[src/rtl/cmd_cfg_mc.sv]
// cmd_cfg_mc: opcode decoder and configuration registers for the flight
// controller, with link watchdog, NACK, thrust clip and calibration abort.
module cmd_cfg_mc #(
  parameter int NUM_CH  = 3,
  parameter int DATA_W  = 16,
  parameter int THRST_W = 9,
  parameter int TMR_W   = 26,
  parameter int WDOG_W  = 28
) (
  input  logic                     clk,
  input  logic                     rst,
  input  logic                     cmd_rdy,
  input  logic [7:0]               cmd,
  input  logic [DATA_W-1:0]        data,
  input  logic [7:0]               batt,
  input  logic                     cnv_cmplt,
  input  logic                     cal_done,
  output logic [NUM_CH*DATA_W-1:0] setpt,
  output logic [THRST_W-1:0]       thrst,
  output logic                     motors_off,
  output logic [7:0]               resp,
  output logic                     send_resp,
  output logic                     clr_cmd_rdy,
  output logic                     strt_cnv,
  output logic                     strt_cal,
  output logic                     inertial_cal,
  output logic                     wdog_trip
);
  localparam logic [7:0] ACK_B  = 8'hA5;
  localparam logic [7:0] NACK_B = 8'hEE;
  localparam logic [5:0] NCH    = 6'(NUM_CH);
  localparam logic [DATA_W-1:0] THR_MAX =
    {DATA_W{1'b1}} >> (DATA_W - THRST_W);

  typedef enum logic [2:0] {
    IDLE, BATT, ACK, RAMP, CAL
  } state_t;

  state_t state, state_nxt;

  logic [TMR_W-1:0]  tmr;
  logic [WDOG_W-1:0] wdog;
  logic              wdog_full;
  logic              wdog_flag;
  logic              cal_valid;

  logic       is_batt, is_thr, is_cal;
  logic       is_emer, is_off, is_stat;
  logic       is_ch, ch_ok;
  logic [4:0] ch;

  logic       accept, abort, ld_resp;
  logic       do_emer, do_off;
  logic [7:0] resp_nxt;

  always_comb begin
    is_batt = cmd == 8'h01;
    is_thr  = cmd == 8'h05;
    is_cal  = cmd == 8'h06;
    is_emer = cmd == 8'h07;
    is_off  = cmd == 8'h08;
    is_stat = cmd == 8'h09;
    is_ch   = (cmd >= 8'h02 && cmd <= 8'h04)
            || cmd[7:5] == 3'b001;
    ch      = cmd[5] ? cmd[4:0] : cmd[4:0] - 5'd2;
    ch_ok   = is_ch && ({1'b0, ch} < NCH);
  end

  assign wdog_full = &wdog;

  always_comb begin
    state_nxt    = state;
    send_resp    = 1'b0;
    clr_cmd_rdy  = 1'b0;
    strt_cnv     = 1'b0;
    strt_cal     = 1'b0;
    inertial_cal = 1'b0;
    wdog_trip    = 1'b0;
    accept       = 1'b0;
    abort        = 1'b0;
    ld_resp      = 1'b0;
    resp_nxt     = ACK_B;
    unique case (state)
      IDLE: begin
        if (cmd_rdy) begin
          accept = 1'b1;
          unique case (1'b1)
            is_batt: begin
              strt_cnv  = 1'b1;
              state_nxt = BATT;
            end
            is_cal: begin
              clr_cmd_rdy = 1'b1;
              state_nxt   = RAMP;
            end
            default: begin
              ld_resp   = 1'b1;
              state_nxt = ACK;
              if (is_stat)
                resp_nxt = {wdog_flag, motors_off,
                            cal_valid, 5'b0};
              else if (!(ch_ok || is_thr || is_emer || is_off))
                resp_nxt = NACK_B;
            end
          endcase
        end else if (!motors_off && wdog_full) begin
          wdog_trip = 1'b1;
        end
      end
      BATT: begin
        if (cnv_cmplt) begin
          ld_resp   = 1'b1;
          resp_nxt  = batt;
          state_nxt = ACK;
        end
      end
      ACK: begin
        send_resp   = 1'b1;
        clr_cmd_rdy = 1'b1;
        state_nxt   = IDLE;
      end
      RAMP: begin
        abort = cmd_rdy && (is_emer || is_off);
        if (abort) begin
          ld_resp   = 1'b1;
          state_nxt = ACK;
        end else if (&tmr) begin
          strt_cal  = 1'b1;
          state_nxt = CAL;
        end
      end
      CAL: begin
        inertial_cal = 1'b1;
        abort = cmd_rdy && (is_emer || is_off);
        if (abort || cal_done) begin
          ld_resp   = 1'b1;
          state_nxt = ACK;
        end
      end
      default: state_nxt = IDLE;
    endcase
  end

  assign do_emer = wdog_trip || ((accept || abort) && is_emer);
  assign do_off  = (accept || abort) && is_off;

  always_ff @(posedge clk) begin
    if (rst) state <= IDLE;
    else     state <= state_nxt;
  end

  // Watchdog only runs while idle with motors live; anything else parks it.
  always_ff @(posedge clk) begin
    if (rst) begin
      tmr  <= '0;
      wdog <= '0;
    end else begin
      tmr  <= (state == RAMP) ? tmr + 1'b1 : '0;
      wdog <= (state == IDLE && !motors_off && !cmd_rdy
               && !wdog_full) ? wdog + 1'b1 : '0;
    end
  end

  always_ff @(posedge clk) begin
    if (rst) begin
      setpt      <= '0;
      thrst      <= '0;
      motors_off <= 1'b1;
      resp       <= ACK_B;
      wdog_flag  <= 1'b0;
      cal_valid  <= 1'b0;
    end else begin
      if (ld_resp) resp <= resp_nxt;
      if (do_emer) begin
        setpt <= '0;
        thrst <= '0;
      end else begin
        if (accept && ch_ok) begin
          for (int k = 0; k < NUM_CH; k++)
            if (ch == 5'(k))
              setpt[k*DATA_W +: DATA_W] <= data;
        end
        if (accept && is_thr)
          thrst <= (data > THR_MAX) ? '1 : data[THRST_W-1:0];
      end
      if (do_off)
        motors_off <= 1'b1;
      else if (accept && is_cal)
        motors_off <= 1'b0;
      if (accept && is_cal)
        cal_valid <= 1'b0;
      else if (state == CAL && cal_done)
        cal_valid <= 1'b1;
      if (accept)
        wdog_flag <= 1'b0;
      else if (wdog_trip)
        wdog_flag <= 1'b1;
    end
  end

endmodule

[config.mk]
export PLATFORM = sky130hd
export DESIGN_NAME = cmd_cfg_mc
export DESIGN_NICKNAME = d
export VERILOG_FILES = /design/src/rtl/cmd_cfg_mc.sv
export SDC_FILE = /design/constraint.sdc
export NUM_CORES = 1
export LEC_CHECK = 0
export BUFFER_PORTS_ARGS = -buffer_cell sky130_fd_sc_hd__buf_2
export CAP_MARGIN = 0
export CORE_ASPECT_RATIO = 0.5
export CORE_MARGIN = 3
export CORE_UTILIZATION = 38
export CTS_CLUSTER_SIZE = 28
export DETAILED_ROUTE_END_ITERATION = 10
export PLACE_DENSITY = 0.71
export SYNTH_ARGS = -nofsm -noshare
export SYNTH_HDL_FRONTEND = slang
export SYNTH_SLANG_ARGS = --single-unit
[constraint.sdc]
create_clock -name clk -period 2.2 [get_ports clk]
set_input_delay 0.44 -clock clk [delete_from_list [all_inputs] [get_ports clk]]
set_output_delay 0.44 -clock clk [all_outputs]
set_load 0.1 [all_outputs]
==> results by group, run 1 <==
Status
  • Status: finished, violations left
  • Failing checks: negative setup slack

Place
  • Dpl cells: 933
  • IO buf count: 108
  • Placed Area: 6860 um^2
  • DP Worst Slack: -202 ps
  • Detailed placement HPWL: between 9000 and 10000 um
  • GPL Wtd Cong: 0.822

Global routing
  • Number of global-route vias before repair: 4651
  • GRT overflow: 0
  • Pin count of the biggest net entering global routing: 29
  • Initial antenna violation count: 0
  • Tot GR Track Use: roughly 17%
  • M1 GR Usage: 21.1%
  • Grt peak-use layer: met2
  • Met2 Resource Use GR: 28.3%
  • GR Layer Usage met3: under 10%
  • First-pass GRT wire length: approximately 22000 um

Setup path
  • Crit path max-delay family: simple AND/OR/NAND/NOR gates
  • Worst EP required: 1760 ps
  • CP bufs+invs: 1
  • Worst Setup Start Kind: flip-flop
  • Critical path arrival: 2030 ps
  • R2R Setup Slk: -40 ps
  • Type of the worst setup path: reg -> out
  • Slowest CP cell: or4_4
  • CP Capture Type: primary output
  • Worst-path maximum fanout: 2
  • Worst path max stage delay: 470 ps
  • CP cell instances: ha_4 > and4_4 > nand3_4 > or4_4 > nor3_4 > buf_12

STA
  • Slew headroom: approximately two thirds
  • RSZ-0062 raised after global routing: yes
  • Worst slew pin tran: 522 ps
  • F_max: 405 MHz
  • Count of final max-slew check failures: 0
  • Period Utilization, post-route: 112%
  • Clock skew: 6.60 ps
  • Final Hold Vio Count: 0
  • Clock period minus worst slack: 2470 ps
  • WHS: 265 ps
  • Number of setup violations in the final report: 21
  • Fin worst setup slack: -270 ps
  • Final setup TNS: -1100 ps

Logic synthesis
  • Yosys warns: 0
  • Adder-cell area share of the yosys netlist: 0.915%
  • Net Count, Synth: between 600 and 700
  • Area contributors post-synth: dfxtp_1 (46%), nor2_1 (9.1%), mux2i_1 (8.8%)
  • Area share of the largest cell type after synthesis: 45.8%
  • Netlist cell types: 60
  • Sequential-to-total area share from yosys stat: 45.8%
  • Simple-Gate Fraction of Synth Area: between 20% and 30%
  • Most common flop cell mapped by yosys: dfxtp_1
  • Mux share of post-synthesis cell area: 8.79%
  • Commonest cells in the netlist: nor2_1 (133), dfxtp_1 (125), mux2i_1 (48)
  • Largest family of logic cells by synthesized area: simple AND/OR/NAND/NOR gates
  • Flops & latches, synth: roughly 130
  • EDFF count, synth: 0
  • Asr flop ratio synth: 0%
  • Most frequent cell after synthesis: nor2_1
  • Post-Synth XOR/XNOR Area: under 10%
  • Post-synthesis cell area: 5470 um^2
  • Post-synthesis compound-gate area fraction: under 10%
  • Avg Inst Size Synth: 9.22 um^2
  • Post-Syn Instances: 593
  • Cell taking the most area after synthesis: dfxtp_1

Clock network
  • Clock root cell: clkbuf_16
  • # H-tree levels: 4
  • Clock Sinks: between 100 and 150
  • CTS Buffer Depth: 2
  • CTS Buf Count: 17
  • Clock slew at reported path FFs: 60 ps
  • Insertion delay of the later-clocked pin in the worst-skew pair: 410 ps
  • CTS tree: built

Route
  • Post-route ant nets: 0
  • Final WL: 13300 um
  • Drt via density: 4.95
  • DRC Markers: 0
  • Total number of vias: 4804
  • Initial DRC count: 256
  • Wirelength per Cell: ~14 um
  • TritonRoute pass-1 iters: 5

Floorplan
  • Chip height: about 90 um
  • Initial core utilization: 39.6%
  • Number of top-level pins: 109
  • Rows: 30
  • Die W: 176 um
  • Die area: roughly 16000 um^2
  • Core area: 13800 um^2

Finish
  • Fillers: 1233
  • Ratio of cells with drive above 1 in the final layout: between 30 and 40%
  • Area Overhead vs Synth: 37.3%
  • ANT cells: 0
  • Design area: 7510 um^2
  • Final Util: 54.4%
  • Final #Nets: 807
  • Fin cells: between 900 and 1000

Job
  • Max_cap viols: 0

Pwr
  • Tot Pwr: 5.14 mW
  • Pwr dens: 685 nW/um^2
  • Worst vdd rail ir drop: 0.450 mV
  • Leakage: roughly 3.2 nW

Min path
  • Hold Path Class: in -> reg
==> cell usage in the layout (no fill, tap or decap), drive strengths merged, types with 6 or more instances in the layout <==
cell,netlist,routed
a211oi,11,11
a21oi,10,10
and3,10,10
and4,11,11
buf,17,180
clkbuf,11,19
clkinv,0,6
dfxtp,125,125
inv,12,17
mux2i,48,48
nand2,20,20
nand3,30,30
nand4,15,15
nor2,133,133
nor3,11,11
nor4,7,7
o21ai,8,8
xnor2,13,13
xor2,36,36
==> cells by family after synthesis <==
group           after synthesis
xor+xnor                     49
simple gates                272
buf+inv                      40
flops                       125
compound gates               55
fa+ha+maj                     4
mux                          48
==> repair_timing <==
action,4_1_cts,5_1_grt
hold endpoints to repair,0,0
resized for setup,17,2
hold buffers,0,0
cloned,0,0
buffers inserted,6,0
endpoints found under the setup margin,4,31
pin swaps,8,0
==> layer usage <==
metal  wire [um]  up-vias
met5           0        -
met4         213        0
met3         647       18
met2        6410      103
met1        6070     2261
li1            -     2422
==> final timing paths <==
check / to / startpoint / cells after the start
worst max-delay path: strt_cal / tmr[1] / 6
worst min-delay path: resp[4] / batt[4] / 3
worst max register to register: setpt[30] / state[0] / 9
worst min register to register: wdog[0] / wdog[0] / 1
==> state kept, by name, indices dropped and copies added (netlist names) <==
register	flops
setpt	48
wdog	28
tmr	26
thrst	9
resp	8
state	3
cal_valid	1
motors_off	1
wdog_flag	1
==> power by group <==
group	internal [mW]	switching [mW]
Sequential	2.27	0.00643
Clock	1.45	1.08
Combinational	0.121	0.214
Total	3.84	1.30
==> worst reg2reg max path, delay by kind of cell, from the launching register on <==
kind | cells | cell delay [ps]
AND/OR/NAND/NOR | 4 | 810
buffers and inverters | 4 | 730
flip-flops | 1 | 360
multiplexers | 1 | 220
==> layout make-up <==
class | instances | area, um^2 | share of cell area, %
clock inverter | 15 | 114 | 1.52
inverter | 12 | 45.0 | 0.600
sequential | 125 | 2520 | 33.5
tap | 192 | 240 | 3.20
clock buffer | 17 | 425 | 5.66
multi-input combinational | 428 | 2920 | 38.8
timing repair buffer | 182 | 1250 | 16.7
(Power assumes the default switching activity.)
==> inputs of run 2 (changes only) <==
--- a/config.mk
+++ b/config.mk
@@ -5,6 +5,7 @@
 export SDC_FILE = /design/constraint.sdc
 export NUM_CORES = 1
 export LEC_CHECK = 0
+export ABC_AREA = 1
 export BUFFER_PORTS_ARGS = -buffer_cell sky130_fd_sc_hd__buf_2
 export CAP_MARGIN = 0
 export CORE_ASPECT_RATIO = 0.5
@@ -12,7 +13,7 @@
 export CORE_UTILIZATION = 38
 export CTS_CLUSTER_SIZE = 28
 export DETAILED_ROUTE_END_ITERATION = 10
-export PLACE_DENSITY = 0.71
+export PLACE_DENSITY = 0.7
 export SYNTH_ARGS = -nofsm -noshare
 export SYNTH_HDL_FRONTEND = slang
 export SYNTH_SLANG_ARGS = --single-unit
==> results by group, run 2 <==
Setup path
  • Slowest CP cell: dfxtp_1
  • Worst path max stage delay: 350 ps
  • Type of the worst setup path: reg -> out
  • Critical path arrival: 1920 ps
  • CP Capture Type: primary output
  • Worst Setup Start Kind: flip-flop
  • R2R cell count: 9
  • Worst EP required: 1760 ps
  • R2R Setup Slk: 330 ps
  • Worst reg2reg endpoint: tmr[15]
  • Reg2Reg Launch Point: tmr[0]
  • Worst-path maximum fanout: 2
  • CP cell instances: nand2_2 > nor2_4 > nand2_2 > nor2_4 > inv_2 > nor2_4 > nand3_2 > nor2_1 > nand3_1 > nor2_4 > buf_12
  • Cell mode on critical path: nor2_4

Clock network
  • Clock slew at reported path FFs: 60 ps
  • # H-tree levels: 4
  • CTS Buffer Depth: 2
  • Clock root cell: clkbuf_16
  • Clock Sinks: about 130
  • Cts hold-fix bufs: 0
  • CTS tree: built
  • Insertion delay of the later-clocked pin in the worst-skew pair: approximately 420 ps
  • CTS Buf Count: 17

Finish
  • Reg area: 2520 um^2
  • ANT cells: 0
  • Ratio of cells with drive above 1 in the final layout: 22.3%
  • Most frequent cells in the layout: nand2_1 (294), nor2_1 (150), inv_1 (142)
  • Final #Nets: roughly 1200
  • Area Overhead vs Synth: 27.8%
  • Commonest non-fill, non-tap cell in the layout: nand2_1
  • Fillers: 1575
  • Biggest regs: setpt (48), wdog (28), tmr (26)
  • Top reg by flops: setpt
  • Design area: roughly 8000 um^2
  • Multi-input logic area: between 3000 and 4000 um^2
  • Flip-flop count of the largest register after layout: 48

STA
  • Clock skew: 10.9 ps
  • RSZ-0062 raised after global routing: yes
  • Fin worst setup slack: -164 ps
  • Slew headroom: between 60 and 70%
  • F_max: roughly 420 MHz
  • Worst slew pin tran: ~540 ps
  • Clock period minus worst slack: 2360 ps
  • Final Hold Vio Count: 0
  • Number of setup violations in the final report: 2
  • Period Utilization, post-route: 107%
  • Count of final max-slew check failures: 0

Logic synthesis
  • EDFF count, synth: 0
  • Asr flop ratio synth: 0%
  • Avg Inst Size Synth: between 6 and 7 um^2
  • Commonest cells in the netlist: nand2_1 (299), nor2_1 (156), inv_1 (145)
  • Cell taking the most area after synthesis: dfxtp_1
  • Area share of the largest cell type after synthesis: around two fifths
  • Flops & latches, synth: 125
  • Yosys warns: 0
  • Area contributors post-synth: dfxtp_1 (40%), nand2_1 (18%), nor2_1 (9.3%)
  • Post-Syn Instances: 978
  • Netlist cell types: 35
  • Most frequent cell after synthesis: nand2_1
  • Sequential-to-total area share from yosys stat: 39.8%
  • Most common flop cell mapped by yosys: dfxtp_1
  • Net Count, Synth: 1019
  • Post-synthesis cell area: ~6300 um^2

Status
  • Failing checks: negative setup slack
  • Status: finished, violations left

Pwr
  • Leakage: 3.61 nW
  • Pwr dens: between 700 and 800 nW/um^2
  • Worst vdd rail ir drop: between 0.5 and 0.6 mV
  • Tot Pwr: about 6 mW

Route
  • Final WL: 16000 um
  • TritonRoute pass-1 iters: 5
  • Initial DRC count: 429
  • Drt via density: 4.58
  • Wirelength per Cell: roughly 12 um
  • Post-route ant nets: 0
  • DRC Markers: 0
  • Total number of vias: slightly above 6000

Floorplan
  • Chip height: just under 100 um
  • Number of top-level pins: 109
  • Rows: 32
  • Die W: 188 um
  • Core area: 15800 um^2
  • Die area: between 15000 and 20000 um^2
  • Initial core utilization: 39.8%

Global routing
  • Tot GR Track Use: approximately 17%
  • Pin count of the biggest net entering global routing: 45
  • GRT overflow: 0
  • Number of global-route vias before repair: 5732
  • Initial antenna violation count: 0
  • First-pass GRT wire length: between 20000 and 30000 um

Min path
  • Hold Crit Endpoint: resp[4]
  • Hold path cells: 3
  • Hold Path Class: in -> reg
  • Worst hold start: batt[4]

Place
  • Detailed placement HPWL: 11700 um
  • GPL Wtd Cong: 0.856
  • IO buf count: 108
  • Placed Area: 7200 um^2

Job
  • Max_cap viols: 0
run 2: cell count changes after synthesis, sizes merged, moves of 14 or more:
cell / delta
nand2: +286
inv: +138
mux2i: -48
nor2: +42
a21oi: +26
xor2: -25
nand3: +24
o21ai: +22
nor3: +14
run 2: timing repair:
| item | CTS | global route |
|---|---|---|
| setup buffers | 14 | 4 |
| endpoints found under the setup margin | 2 | 3 |
| hold endpoints to repair | 0 | 0 |
| pin swaps | 10 | 12 |
| resized for setup | 22 | 18 |
run 2: stage by stage:
| stage | utilization, % | std cells | hold WS, ps | setup slack, ps | TNS (ps) |
|---|---|---|---|---|---|
| final | 50.9 | 1353 | 284 | -164 | -223 |
| after global routing | 50.9 | 1353 | 284 | -310 | -483 |
| after CTS | 50.5 | 1349 | 273 | -173 | -281 |
| after detailed placement | 45.6 | 1303 | 442 | -26.8 | -224 |
| after global placement | 45.6 | 1303 | 432 | 9.93 | 0 |
| after floorplan | - | 978 | 418 | -120 | -120 |
run 2: layout make-up:
| class | instances | area share [%] |
|---|---|---|
| Multi-Input combinational cell | 677 | 39.6 |
| Sequential cell | 125 | 31.4 |
| Timing Repair Buffer | 142 | 10.8 |
| Inverter | 156 | 7.29 |
| Clock buffer | 17 | 5.29 |
| Tap cell | 221 | 3.44 |
| Clock inverter | 15 | 2.15 |
run 2: worst max-delay path by stage:
stage                       start        end  slack [ps]  cells past startpoint
after global routing      wdog[2]  wdog_trip        -310                     11
after detailed placement   cmd[1]   setpt[9]         -30                     12
after floorplan            tmr[0]   strt_cal        -120                      7
final                     wdog[2]  wdog_trip        -160                     11
after CTS                 wdog[4]  wdog_trip        -170                     11
after global placement     cmd[1]  setpt[27]          10                     13
run 2: routing by layer:
layer	up-vias	global-route usage (%)	share of wire, %
met3	16	3.98	2.8
met4	0	5.59	1.4
met5	-	0	0
li1	3281	-	-
met1	2823	21.3	46
met2	71	30.6	49
run 2: critical path, delay by kind of cell (launching register included):
family / cells / cell delay, ps
AND/OR/NAND/NOR: 9 / 920
flip-flops: 1 / 350
buffers and inverters: 2 / 240
run 2: power by group:
group / total (mW) / switching (mW) / leakage [nW] / internal [mW]
Clock: 2.83 / 1.05 / 0.277 / 1.77
Combinational: 0.833 / 0.624 / 2.32 / 0.209
Sequential: 2.34 / 0.0315 / 1.02 / 2.31
Total: 6.00 / 1.71 / 3.61 / 4.29
run 2: cells by family (layout without fill, tap and decap cells):
group	after synthesis	in the layout	share of synthesized area [%]
AND/OR/NAND/NOR	585	585	39.8
flip-flops	125	125	39.8
AO/OA/AOI/OAI	72	72	5.93
XOR/XNOR	16	16	2.23
adder cells (fa/ha/maj)	4	4	0.796
buffers and inverters	176	330	11.5
